`src/rtl/mastermind_scorer.sv`:
```
// Mastermind scoring engine: latches a secret code and a guess, then scores
// the guess sequentially (exact-position pass over pegs, then a colour pass
// over every colour) and reports black/white pegs, turn count, win and
// game-over with a one-cycle result_valid pulse.
module mastermind_scorer #(
    parameter int PEGS       = 4,
    parameter int COLOR_BITS = 3,
    parameter int MAX_TURNS  = 10
) (
    input  logic                       clk,
    input  logic                       resetn,
    input  logic                       load_code,
    input  logic [PEGS*COLOR_BITS-1:0] code_in,
    input  logic                       load_guess,
    input  logic [PEGS*COLOR_BITS-1:0] guess_in,
    input  logic                       compare,
    output logic                       busy,
    output logic                       result_valid,
    output logic [2:0]                 black,
    output logic [2:0]                 white,
    output logic [3:0]                 turn,
    output logic                       won,
    output logic                       game_over
);

    // Accumulators must hold 0..PEGS and are never narrower than 3 bits.
    localparam int ACC_W  = ($clog2(PEGS + 1) > 3) ? $clog2(PEGS + 1) : 3;
    localparam int PIDX_W = (PEGS > 1) ? $clog2(PEGS) : 1;

    localparam logic [ACC_W-1:0]  PEGS_A    = ACC_W'(PEGS);
    localparam logic [3:0]        MAX_T     = 4'(MAX_TURNS);
    localparam logic [PIDX_W-1:0] PEG_LAST  = PIDX_W'(PEGS - 1);

    typedef enum logic [1:0] {
        IDLE   = 2'd0,
        EXACT  = 2'd1,
        COLOR  = 2'd2,
        REPORT = 2'd3
    } state_t;

    state_t state;
    state_t state_next;

    logic [PEGS*COLOR_BITS-1:0] code_reg;
    logic [PEGS*COLOR_BITS-1:0] guess_reg;
    logic [COLOR_BITS-1:0]      code_peg  [PEGS];
    logic [COLOR_BITS-1:0]      guess_peg [PEGS];

    logic [PIDX_W-1:0]     peg_idx;
    logic [COLOR_BITS-1:0] color_idx;
    logic [ACC_W-1:0]      blk_acc;
    logic [ACC_W-1:0]      tot_acc;
    logic [ACC_W-1:0]      cnt_code;
    logic [ACC_W-1:0]      cnt_guess;
    logic [ACC_W-1:0]      white_diff;

    logic       start;
    logic       peg_last;
    logic       color_last;
    logic       exact_hit;
    logic [3:0] turn_next;
    logic       won_next;
    logic       over_next;

    function automatic logic [ACC_W-1:0] min_cnt(input logic [ACC_W-1:0] a,
                                                 input logic [ACC_W-1:0] b);
        return (a < b) ? a : b;
    endfunction

    // Turn count never passes MAX_TURNS.
    function automatic logic [3:0] sat_inc_turn(input logic [3:0] t);
        return (t >= MAX_T) ? t : t + 4'd1;
    endfunction

    // Compare is only honoured when idle, game still running and no load pending.
    assign start      = (state == IDLE) && compare && !game_over && !load_code && !load_guess;
    assign peg_last   = (peg_idx == PEG_LAST);
    assign color_last = (color_idx == '1);
    assign busy       = (state != IDLE);
    assign exact_hit  = (code_peg[peg_idx] == guess_peg[peg_idx]);
    assign white_diff = tot_acc - blk_acc;
    assign turn_next  = sat_inc_turn(turn);
    assign won_next   = (blk_acc == PEGS_A);
    assign over_next  = won_next || (turn_next == MAX_T);

    // Unpack the latched operands into per-peg colour values.
    always_comb begin
        for (int k = 0; k < PEGS; k++) begin
            code_peg[k]  = code_reg[COLOR_BITS*k +: COLOR_BITS];
            guess_peg[k] = guess_reg[COLOR_BITS*k +: COLOR_BITS];
        end
    end

    // Count pegs of the current colour in code and guess.
    always_comb begin
        cnt_code  = '0;
        cnt_guess = '0;
        for (int k = 0; k < PEGS; k++) begin
            if (code_peg[k] == color_idx) begin
                cnt_code = cnt_code + ACC_W'(1);
            end
            if (guess_peg[k] == color_idx) begin
                cnt_guess = cnt_guess + ACC_W'(1);
            end
        end
    end

    // State register.
    always_ff @(posedge clk or negedge resetn) begin
        if (!resetn) begin
            state <= IDLE;
        end else begin
            state <= state_next;
        end
    end

    // Next-state logic: exact pass, colour pass, one report cycle.
    always_comb begin
        state_next = state;
        case (state)
            IDLE:    if (start)      state_next = EXACT;
            EXACT:   if (peg_last)   state_next = COLOR;
            COLOR:   if (color_last) state_next = REPORT;
            REPORT:                  state_next = IDLE;
            default:                 state_next = IDLE;
        endcase
    end

    // Operand latches, accumulators and reported results.
    always_ff @(posedge clk or negedge resetn) begin
        if (!resetn) begin
            code_reg     <= '0;
            guess_reg    <= '0;
            peg_idx      <= '0;
            color_idx    <= '0;
            blk_acc      <= '0;
            tot_acc      <= '0;
            black        <= '0;
            white        <= '0;
            turn         <= '0;
            won          <= 1'b0;
            game_over    <= 1'b0;
            result_valid <= 1'b0;
        end else begin
            result_valid <= 1'b0;
            case (state)
                IDLE: begin
                    if (load_code) begin
                        code_reg  <= code_in;
                        turn      <= '0;
                        won       <= 1'b0;
                        game_over <= 1'b0;
                        black     <= '0;
                        white     <= '0;
                    end
                    if (load_guess) begin
                        guess_reg <= guess_in;
                    end
                    if (start) begin
                        blk_acc   <= '0;
                        tot_acc   <= '0;
                        peg_idx   <= '0;
                        color_idx <= '0;
                    end
                end
                EXACT: begin
                    blk_acc <= blk_acc + ACC_W'(exact_hit);
                    peg_idx <= peg_idx + PIDX_W'(1);
                end
                COLOR: begin
                    tot_acc   <= tot_acc + min_cnt(cnt_code, cnt_guess);
                    color_idx <= color_idx + COLOR_BITS'(1);
                end
                REPORT: begin
                    result_valid <= 1'b1;
                    black        <= blk_acc[2:0];
                    white        <= white_diff[2:0];
                    turn         <= turn_next;
                    won          <= won_next;
                    game_over    <= over_next;
                end
                default: ;
            endcase
        end
    end

endmodule

```
`config.mk`:
```
export PLATFORM = sky130hd
export DESIGN_NAME = mastermind_scorer
export DESIGN_NICKNAME = d
export VERILOG_FILES = /design/src/rtl/mastermind_scorer.sv
export SDC_FILE = /design/constraint.sdc
export NUM_CORES = 1
export LEC_CHECK = 0
export CORE_ASPECT_RATIO = 1.75
export CORE_MARGIN = 2
export CORE_UTILIZATION = 45
export CTS_CLUSTER_DIAMETER = 30
export DETAILED_ROUTE_END_ITERATION = 16
export GPL_ROUTABILITY_DRIVEN = 0
export PLACE_DENSITY = 0.74
export SYNTH_ARGS = -nofsm -noshare
export SYNTH_HDL_FRONTEND = slang
export SYNTH_SLANG_ARGS = --single-unit
```
`constraint.sdc`:
```
create_clock -name clk -period 3.5 [get_ports clk]
set_clock_uncertainty 0.2 [all_clocks]
set_input_delay 0.35 -clock clk [delete_from_list [all_inputs] [get_ports clk]]
set_output_delay 0.35 -clock clk [all_outputs]
set_load 0.02 [all_outputs]
```
# ---- Word-level counts from Yosys, hierarchy flattened
# Cells that the tools add are included.
dict set report totals {
  ff_bits 50
  latchBits 0
  mem_bits_rw 0
  rom_bits 0
  input_bits 29
  out_inout_bits 14
  wordCells 103
  n_memories 0
}
dict set report classes {
  n_addsub 12
  n_mul 0
  div 0
  n_lt_le_gt_ge 3
  eq_ne 20
  shift 0
  mux 35
  bitwise 1
  n_reduce_logical 19
}
# cell n
set ops {}
lappend ops {{two-way mux 3 bit} 13}
lappend ops {{one-hot mux 3 bit (2 select lines)} 5}
lappend ops {{== test 3 bit} 9}
lappend ops {{adder 3 x 1 -> 3 bit (second input constant)} 7}
lappend ops {{binary-select mux 3 bit (select 2 bit)} 2}
lappend ops {{AND reduction 2 bit} 5}
lappend ops {{two-way mux 2 bit} 4}
lappend ops {{two-way mux 4 bit} 2}
lappend ops {{inequality test 2 bit (second input constant)} 4}
lappend ops {{one-hot mux 2 bit (4 select lines)} 1}
lappend ops {{one-hot mux 4 bit (2 select lines)} 1}
lappend ops {{nonzero test 2 bit} 4}
lappend ops {{== test 2 bit (second input constant)} 3}
lappend ops {{== test 3 bit (second input constant)} 2}
lappend ops {{adder 4 x 1 -> 4 bit (second input constant)} 1}
lappend ops {{== test 4 bit (second input constant)} 1}
lappend ops {{greater-or-equal comparator 4 bit (second input constant)} 1}
lappend ops {{logical AND 1 bit} 4}
lappend ops {{two-way mux 1 bit} 4}
lappend ops {{one-hot mux 1 bit (2 select lines)} 2}
lappend ops {{one-hot mux 2 bit (2 select lines)} 1}
lappend ops {{adder 3 x 1 -> 3 bit} 1}
lappend ops {{adder 3 bit} 1}
lappend ops {{greater-or-equal comparator 3 bit (second input constant)} 1}
lappend ops {{9 further kinds} 11}

# ---- Logic depth before layout (Yosys ltp)
dict set report logic_depth {
  depth_word 12
  depth_mapped 23
  depth_no_buf 22
}

# ---- Worst setup path after synthesis
# OpenSTA, ideal clock, no wires.
dict set report synth_timing {
  kind {flip-flop to flip-flop}
  startpoint {register color_idx[2]}
  endpoint {register tot_acc[2]}
  setup_time_ns 0.121
  arrival_ns 3.528
  path_slack_ns -0.349
  stages_incl_launch_ff 22
  n_path_buf 1
  path_cell_list {dfrtp_1 -> buf_6 -> xnor2_1 -> and3_1 -> ha_1 -> xnor2_2 -> ha_1 -> nand4_1 -> xor2_1 -> ha_1 -> inv_1 -> a21oi_1 -> and2_1 -> nor2_1 -> a21oi_1 -> ha_1 -> fa_1 -> xnor2_1 -> nor2_1 -> nand2_1 -> nand2_1 -> a22o_1}
}
dict set report synth_via {
  elab_chain_len 12
  word_cells_on_any_way 26
}
# element line_no
set synth_lines {}
lappend synth_lines {{from (decl)} 50} ;# logic [COLOR_BITS-1:0] color_idx;
lappend synth_lines {{from (signal assigned)} 172} ;# color_idx <= color_idx + COLOR_BITS'(1);
lappend synth_lines {{== test 3 bit, on equally long branches} {99, 102}}
lappend synth_lines {{two-way mux 1 bit, on equally long branches} {99, 102}}
lappend synth_lines {{adder 3 x 1 -> 3 bit, on equally long branches} {100, 103}}
lappend synth_lines {{two-way mux 3 bit, on equally long branches} {99, 102}}
lappend synth_lines {{adder 3 x 1 -> 3 bit, on equally long branches} {100, 103}}
lappend synth_lines {{two-way mux 3 bit, on equally long branches} {99, 102}}
lappend synth_lines {{adder 3 x 1 -> 3 bit, on equally long branches} {100, 103}}
lappend synth_lines {{two-way mux 3 bit, on equally long branches} {99, 102}}
lappend synth_lines {{< comparator 3 bit} 67} ;# return (a < b) ? a : b;
lappend synth_lines {{two-way mux 3 bit (*)} 67}
lappend synth_lines {{adder 3 bit (*)} 171} ;# tot_acc <= tot_acc + min_cnt(cnt_code, cnt_guess);
lappend synth_lines {{one-hot mux 3 bit (2 select lines) (*)} 146} ;# case (state)
lappend synth_lines {{to (signal assigned)} 171}
lappend synth_lines {{to (decl)} 52} ;# logic [ACC_W-1:0] tot_acc;
# Mark *: on every way between the ends. The rest lies on a longest branch, timed or not.
# A chain may end at the register's enable or synchronous reset.

# ---- Worst setup path after layout
dict set report layout_timing {
  startpoint {register color_idx[0]}
  endpoint {register tot_acc[2]}
}
# Same word-level chain as after synthesis.

==> key figures <==
Yosys
  • Avg Cell Area, Syn: 10.9 um^2
  • Adder-Cell Fraction of Synth Area: 0.103
  • Seq cells post-synth: 50
  • Multiplexer area fraction after synthesis: 0.114
  • Seq/Total Area, Yosys: 0.407
  • Post-Syn Instances: ~280
  • Post-synthesis cell type count: 44
  • Yosys warns: 0
  • Synthesized Nets: approximately 340
  • Post-synthesis compound-gate area fraction: 0.0948
  • Post-Synthesis Cell Area: a little over 3000 um^2
  • Simple-gate share of the synthesized area: 0.0948
  • Main combinational cell family by area after synthesis: XOR/XNOR gates
  • XOR/XNOR Fraction of Synth Area: 0.143

Final layout
  • ANT cells: 0
  • Nets@finish: 410
  • Final Util: 0.652
  • Area grow syn2layout: 39.7%
  • Share of cells above drive strength 1: 0.352

Setup path
  • RR Endpoint: tot_acc[2]
  • CP arrival: approximately 3.9 ns
  • Startpoint Class: flip-flop
  • FF-to-FF setup slack: -0.46 ns
  • R2R cell count: 20
  • Worst Setup EP: tot_acc[2]
  • Crit path launch: color_idx[0]
  • Setup CP Type: reg2reg
  • Setup crit end kind: flip-flop
  • RR Startpoint: color_idx[0]
  • Worst Path Max Fanout: 5
  • Worst EP required: around 3.5 ns

Outcome
  • Status: finished, violations left
  • Failing checks: setup timing

Clock tree
  • Clk pin slew, worst setup/hold paths: 0.06 ns
  • Worst-Skew Late Latency: about 0.29 ns
  • TritonCTS clock tree: built
  • CTS Buf Count: 5
  • Worst-case clock buffer depth: 2
  • Hold Buf Count CTS: 0
  • CTS Sinks: 50
  • Root Buffer: clkbuf_16
  • H-tree depth: 2

Timing
  • Setup-failing EPs final: 3
  • Final setup margin: -0.456 ns
  • Worst slew pin tran: about 1.1 ns
  • Rel. slew slack: 0.257
  • Pins Over Slew Limit: 0
  • Final hold violations: 0
  • Peak Freq: ~250 MHz
  • Hold_ws: 0.0666 ns
  • Fin crit share: 1.13
  • RSZ-0062 raised after global routing: true
  • Fin crit period: slightly below 4 ns
  • TNS Setup: -0.903 ns

Pwr
  • Pleak: about 1.9 nW
  • Worst VDD drop: around 580 uV
  • Cell Pwr Density: around 1100 nW/um^2

Routing
  • Drt via density: between 5 and 6
  • Drc violations: 0
  • Total number of vias: 2338
  • WL per Instance: between 15 and 20 um
  • Post-DRT Antenna Nets: 0
  • 1st-iter DRT viols: 90
  • Drt pass-1 iters: 4
  • Final wirelength: just over 7 mm

Floorplanning
  • Die Ht: 113 um
  • Core area: 6590 um^2
  • Ports: 43
  • Initial Utilization: 0.467
  • DIE AREA: between 7000 and 8000 um^2
  • Die Wd: about 66 um
  • Row count: 39

Hold path
  • Hold Crit Class: in2async

GRT
  • First-pass GRT wire length: ~12 mm
  • Remaining Overflow, GRT: 0
  • Pin count of the biggest net entering global routing: slightly above 50
  • GRT Total Usage: 0.211
  • Vias in the first global route: between 2000 and 3000
  • Initial antenna violation count: 0

Run
  • Max-Cap Viols: 0

Placed design
  • Pre-CTS setup slack: -0.438 ns
  • Final HPWL DP: ~4.9 mm
  • PortBufs: 42
## synth_stat cells (all sizes together)
master	n	area [um^2]
o21ai	10	50.0
nor4	2	12.5
nor2b	2	12.5
nand2b	1	6.26
buf	5	43.8
and3	2	12.5
o41ai	1	16.3
xor2	16	140
a22o	3	26.3
fa	2	40.0
a2bb2oi	1	8.76
a31oi	1	6.26
nor2	6	22.5
dfrtp	50	1250
mux2i	7	70.1
nand3	8	50.1
a21boi	1	11.3
and2	2	12.5
a21oi	9	45.0
o211ai	1	7.51
mux2	25	282
a41oi	1	8.76
a211o	1	8.76
a211oi	1	7.51
ha	22	275
xnor2	30	300
or2	1	6.26
a32o	7	70.1
o311ai	1	8.76
nor3	2	15.0
nand4	2	12.5
or3	1	6.26
clkbuf	5	18.8
o22ai	1	6.26
nand2	32	123
inv	19	71.3
o32a	1	10.0
## where the power goes
part           switching [W]  internal, W
clock network       0.000205     0.000338
logic                0.00136      0.00162
registers           0.000292     0.000802
total                0.00186      0.00276
## through the flow
| stage | power [W] | cells | instance area [um^2] |
|---|---|---|---|
| floorplan | 0.00259 | 282 | 3110 |
| global placement | 0.00323 | 420 | 3740 |
| detailed placement | 0.00333 | 420 | 3740 |
| CTS | 0.00432 | 439 | 4210 |
| global route | 0.00491 | 440 | 4300 |
| finish | 0.00462 | 440 | 4300 |
## final cells by class
class / instances / area (um^2)
inverter: 19 / 71.3
fill: 501 / 2290
clock buffer: 7 / 133
multi-input combinational: 203 / 1990
tap: 82 / 103
clock inverter: 1 / 30.0
sequential: 50 / 1250
timing repair buffer: 78 / 712
## layer usage
metal	global-route usage	wire, um
met1	0.212	2530
met2	0.409	4210
met3	0.0268	201
met4	0.0980	184
met5	0	0
## kinds of logic after synthesis
group,Yosys count
simple gates,61
flops,50
xor+xnor,46
compound gates,40
mux,32
buf+inv,29
fa+ha+maj,24
## how the worst min path moves through the flow
stage                       from           end  slack (ns)
after floorplan           resetn      black[0]       -0.15
after global placement       won           won        0.26
after detailed placement     won           won        0.26
after CTS                 resetn  result_valid        0.12
after global routing      resetn  result_valid        0.17
final                     resetn       turn[1]        0.07
## cell usage in the layout (no fill, tap or decap), types with 9 or more instances in the layout
master	synthesis	final
xnor2_1	25	11
ha_1	22	13
inv_1	18	14
clkdlybuf4s50_1	0	41
o21ai_1	9	9
mux2_2	25	25
buf_4	0	29
dfrtp_1	50	47
xnor2_2	5	17
nand2_1	31	29
xor2_1	16	15
## critical path, stage by stage (launching register included)
cell,delay (ns)
dfrtp_2,0.46
xnor2_2,0.23
nand3_2,0.12
inv_2,0.09
ha_4,0.21
xnor2_2,0.18
ha_2,0.19
nand4_1,0.19
xor2_2,0.22
ha_1,0.31
inv_2,0.09
nand2_2,0.05
and2_4,0.17
a2bb2oi_2,0.14
nand3_1,0.11
fa_2,0.40
xnor2_2,0.15
nor2_1,0.05
nand2_1,0.05
nand2_1,0.04
a22o_1,0.17
## repair_timing
action,CTS,global route
endpoints found under the setup margin,3,3
setup buffers,11,1
resized for setup,44,12
pin swaps,24,17
gates cloned,0,0
Note: power is estimated with default switching activity, not from simulation.
==> edit 1, RTL diff (same settings) <==
Set the parameter `PEGS` to 8 (it was 4).
--- a/src/rtl/mastermind_scorer.sv
+++ b/src/rtl/mastermind_scorer.sv
@@ -3,7 +3,7 @@
 // over every colour) and reports black/white pegs, turn count, win and
 // game-over with a one-cycle result_valid pulse.
 module mastermind_scorer #(
-    parameter int PEGS       = 4,
+    parameter int PEGS       = 8,
     parameter int COLOR_BITS = 3,
     parameter int MAX_TURNS  = 10
 ) (
Ports: changed (resized code_in and guess_in); port bits go from 43 to 67. No check against the original RTL was run, so the function may have changed too.
==> edit 1 against the original RTL <==
The run ends with negative hold slack, negative setup slack left. Hold slack lost 97 ps. Setup slack got worse by 2500 ps. Routed wire length up 91%. Synthesized cell count up 68%. Cell area up 75%. Sequential cell count grew 26. Die area is 69% higher. Area after synthesis up 72%. Critical path type unchanged. Critical endpoint unchanged.
Power is not shown: default switching activity piles up to over one toggle a cycle in this logic, so the estimate is an artifact.
==> edit 1: results (changes against the original RTL) <==
clk_lat worst skew=340 ps (+50 ps); mux share of post-synthesis cell area=17.3% (+5.9 points); Avg Inst Size Synth=11.2 µm² (+2.8%); via density per instance=5.39 (+1.5%); compound-cell area share of the yosys netlist=7.67% (-1.8 points); Arr. time, crit path=6500 ps (+2560 ps); GRT Util Overall=22.7% (+1.6 points); Mapped Nets=558 (+67%); Layout Area Growth over Synthesis=41.8%; violated checks=negative hold slack, negative setup slack; depth of the CTS H-tree=3 (+1); Setup violations, final=3 (unchanged); dpl cells=773 (+84%); XOR/XNOR Fraction of Synth Area=16.8% (+2.5 points); Worst Reg-to-Reg Cells=34 (+70%); Port Buffers=66 (+57%); wire length of the first global-routing pass=22.5 mm (+87%); largest net degree at the start of global routing=77 (+51%); most frequent cells after synthesis=dfrtp_1, mux2_2, xnor2_1, nand2_1, xor2_1; worst setup slack after layout=-2980 ps (-2520 ps); worst-case setup slack after placement=-3220 ps (-2780 ps); worst hold margin=-30.3 ps (-96.9 ps); outcome=complete, but fails checks; total count of hold-check failures in the final report=37 (+37); final wirelength=13.6 mm (+91%); total of fill cells in the finished design=839 (+67%); cells taking the most area after synthesis=dfrtp_1, mux2_2, xnor2_1; part of the Yosys area used for sequential elements=35.9% (-4.8 points); half-perimeter wire length of the detailed placement result=10.4 mm (+120%); critical path peak fanout=6 (+1); metal2 WL=7.83 mm (+86%); distinct cell type count of the synthesized netlist=58 (+32%); number of clock buffers inserted by TritonCTS=9 (+4); worst max-slew margin expressed relative to the limit=34.2% (+8.5 points); post-place instance area=7000 µm² (+87%); Nets=741 (+81%); layout cells sized above 1=38.1% (+2.9 points); total routed wire length on the met1 layer=4.85 mm (+92%); adder-cell share of the synthesized area=8.02% (-2.2 points)
edit 1: cell types whose count changed after synthesis, moves of 8 or more:
cell / change
mux2_2: +29
ha_1: +8
o21ai_0: +19
xnor2_1: +26
mux4_2: +12
o21ai_1: -8
dfrtp_1: +26
xor2_1: +15
edit 1: logic make-up (layout without fill, tap and decap cells):
family / after synthesis / count (layout)
AND/OR/NAND/NOR: 107 / 107
multiplexers: 70 / 70
adder cells (fa/ha/maj): 33 / 33
XOR/XNOR: 90 / 90
buffers and inverters: 40 / 228
AO/OA/AOI/OAI: 57 / 57
flip-flops: 76 / 76
edit 1: cell type report:
type | instances | area share, %
multi-input combinational | 357 | 45.8
timing repair buffer | 191 | 21.3
clock inverter | 7 | 1.30
inverter | 21 | 1.05
sequential | 76 | 25.3
tap | 135 | 2.25
clock buffer | 9 | 3.00
edit 1: layer usage:
layer | vias up | track usage, %
li1 | 2050 | -
met1 | 2113 | 22.9
met3 | 46 | 3.57
met5 | - | 0
met2 | 83 | 42.8
met4 | 0 | 12.9
edit 1: worst min-delay path by stage:
stage,from,to,slack (ps)
floorplan,resetn,black[0],-150
global placement,won,won,270
detailed placement,won,won,270
CTS,resetn,blk_acc[0],10
global route,resetn,guess_reg[3],40
finish,resetn,blk_acc[0],-30
edit 1: what timing repair did:
action	4_1_cts	5_1_grt
gates resized for setup	21	8
setup endpoints to repair	3	3
buffers inserted	6	1
pin swaps	18	2
==> edit 2, RTL diff (same settings) <==
Made on the original files. Re-encode `state_t` (4 states) as one-hot, 4 bits wide.
--- a/src/rtl/mastermind_scorer.sv
+++ b/src/rtl/mastermind_scorer.sv
@@ -31,11 +31,11 @@
     localparam logic [3:0]        MAX_T     = 4'(MAX_TURNS);
     localparam logic [PIDX_W-1:0] PEG_LAST  = PIDX_W'(PEGS - 1);
 
-    typedef enum logic [1:0] {
-        IDLE   = 2'd0,
-        EXACT  = 2'd1,
-        COLOR  = 2'd2,
-        REPORT = 2'd3
+    typedef enum logic [3:0] {
+        IDLE   = 4'b0001,
+        EXACT  = 4'b0010,
+        COLOR  = 4'b0100,
+        REPORT = 4'b1000
     } state_t;
 
     state_t state;
Function: no difference found for any inputs over 10 cycles, from zero or initial values and one cycle with resetn low; not proved beyond that.
==> edit 2 against the original RTL <==
The run still ends with negative setup slack left. Global-route usage is 0.75 points lower. First-iteration DRC count is 11% higher. Die area is 1.9% higher. Area after synthesis is 2.0% higher. Routed wire length is 2.7% higher. Cell area is 2.8% higher. Total power is 15% lower. Sequential cell count is 2 higher. Setup slack better by 45 ps. Utilization is 0.35 points lower.
==> edit 2: results (changes against the original RTL) <==
outcome=complete, but fails checks; violated checks=negative setup slack; most frequent cells after synthesis=dfrtp_1, nand2_1, xnor2_1, xor2_1, ha_1; distinct cell type count of the synthesized netlist=46 (+4.5%); via count of the first global-routing pass=2628 (+1.5%); Bufs on Longest Clock Path=2 (unchanged); highest metal layer with signal wires=met4; CP max stage delay=490 ps (+30 ps); cells taking the most area after synthesis=dfrtp_1, ha_1, xnor2_1; Clk Tree Root Cell=clkbuf_16; launch point of the worst hold path=won; part of the Yosys area used for sequential elements=41.5% (+0.86 points); worst hold margin=295 ps (+229 ps); via count=2431 (+4.0%); cell depth of the worst hold path=2; count of inserted antenna diode cells=0 (unchanged); Worst Reg-to-Reg Cells=21 (+5.0%); half-perimeter wire length of the detailed placement result=5.39 mm (+11%); clock transition at the registers of the reported paths=~70 ps; layout cells sized above 1=34.2% (-0.99 points); Avg Inst Size Synth=10.8 µm² (-1.2%); gate family responsible for the most delay along the worst path=adder cells; worst max-slew margin expressed relative to the limit=37.6% (+12 points); crit path max-delay cell type=dfrtp_2; dpl cells=442 (+5.2%); Nets=429 (+4.6%); 1st-pass router iterations=5 (+1); largest net degree at the start of global routing=28 (-45%); Arr. time, crit path=3890 ps (-50 ps); total routed wire length on the met1 layer=2.48 mm (-1.9%); number of clock buffers inserted by TritonCTS=5 (unchanged); wire length of the first global-routing pass=11.7 mm (-2.8%); DRT iter0 DRCs=100 (+11%); accumulated negative setup slack=-808 ps (+94.8 ps); worst min-delay path category=register to register; maximum VDD drop=0.000580 V (+0.55%); critical path peak fanout=7 (+2); startpoint class of the critical path=register; GRT Util Overall=20.4% (-0.75 points); total leakage power=1.93 nW (+4.3%); worst reg2reg startpoint=color_idx[1]; worst setup slack after layout=-411 ps (+45.4 ps); depth of the CTS H-tree=2 (unchanged); number of standard cells in the layout, taps in and fillers out=464 (+5.5%); worst-case hold path end point=won; initial antenna violation count=0 (unchanged); final wirelength=7.32 mm (+2.7%); Port Buffers=42 (unchanged); clk_lat worst skew=290 ps (about the same); metal2 WL=4.35 mm (+3.5%); Synthesis Warnings=0 (unchanged); total of fill cells in the finished design=555 (+11%); Setup violations, final=3 (unchanged); fraction of registers with async set/reset=100% (unchanged); R2R Path End=tot_acc[2]; met3 wire length=223 µm (+11%); Mapped Nets=341 (+1.8%)
==> edit 2: cell families after synthesis <==
logic type	count (synthesis)	synth area share (%)
and+or+nand+nor	81	14.4
DFF	52	41.5
xor gates and xnor gates	46	13.8
AOI/OAI and AO/OA	40	8.18
muxes	27	9.62
buffers and inverters	24	3.59
adders and majority gates	21	8.86
==> edit 2: worst max-delay path by stage <==
stage          slack (ps)          to
2_1_floorplan        -150  tot_acc[2]
3_3_place_gp         -370  tot_acc[2]
3_5_place_dp         -510  tot_acc[2]
4_1_cts              -340  tot_acc[2]
5_1_grt              -580  tot_acc[2]
6_report             -410  tot_acc[2]
==> edit 2: worst reg2reg max path, stage by stage, from the launching register on <==
cell and delay, ps:
dfrtp_2 490, buf_6 160, xnor2_2 180, and3_4 240, inv_2 40, ha_2 180
mux2i_2 180, ha_2 210, nand2_2 60, xnor2_2 190, buf_4 150, ha_4 200
nor2b_4 150, nor2_4 60, a21oi_2 100, a21oi_1 60, ha_2 190, fa_2 390
xor2_2 150, nor2_1 50, o21ai_1 110, o21ai_1 70
==> edit 2: routing by layer <==
layer  track usage [%]  up-vias
met5                 0        -
met4              9.66        0
met3              3.93       20
met2              40.6       56
met1              18.3     1175
li1                  -     1180
==> edit 2: metrics by stage <==
stage / cell area [µm²] / util, % / setup slack (ps)
4_1_cts: 4240 / 62.3 / -343
3_3_place_gp: 3920 / 57.6 / -371
3_5_place_dp: 3920 / 57.6 / -508
5_1_grt: 4410 / 64.9 / -582
2_1_floorplan: 3210 / - / -147
6_report: 4410 / 64.9 / -411
==> edit 2: layout make-up <==
type                       instances  area share, %
tap                               84           2.38
inverter                          16           1.36
clock buffer                       7           3.00
sequential                        52           29.6
multi-input combinational        215           45.1
clock inverter                     1          0.680
timing repair buffer              89           17.9
==> edit 2: repair_timing <==
item / in CTS / in global routing
pin swaps: 9 / 15
setup buffers: 6 / 7
setup endpoints to repair: 3 / 3
hold buffers: 1 / 0
hold endpoints to repair: 25 / 0
gates resized for setup: 25 / 20
==> edit 2: power breakdown <==
group	switching (W)	internal, W	leakage, nW
registers	0.000252	0.000797	0.660
logic	0.00107	0.00125	1.19
clock network	0.000214	0.000338	0.0781
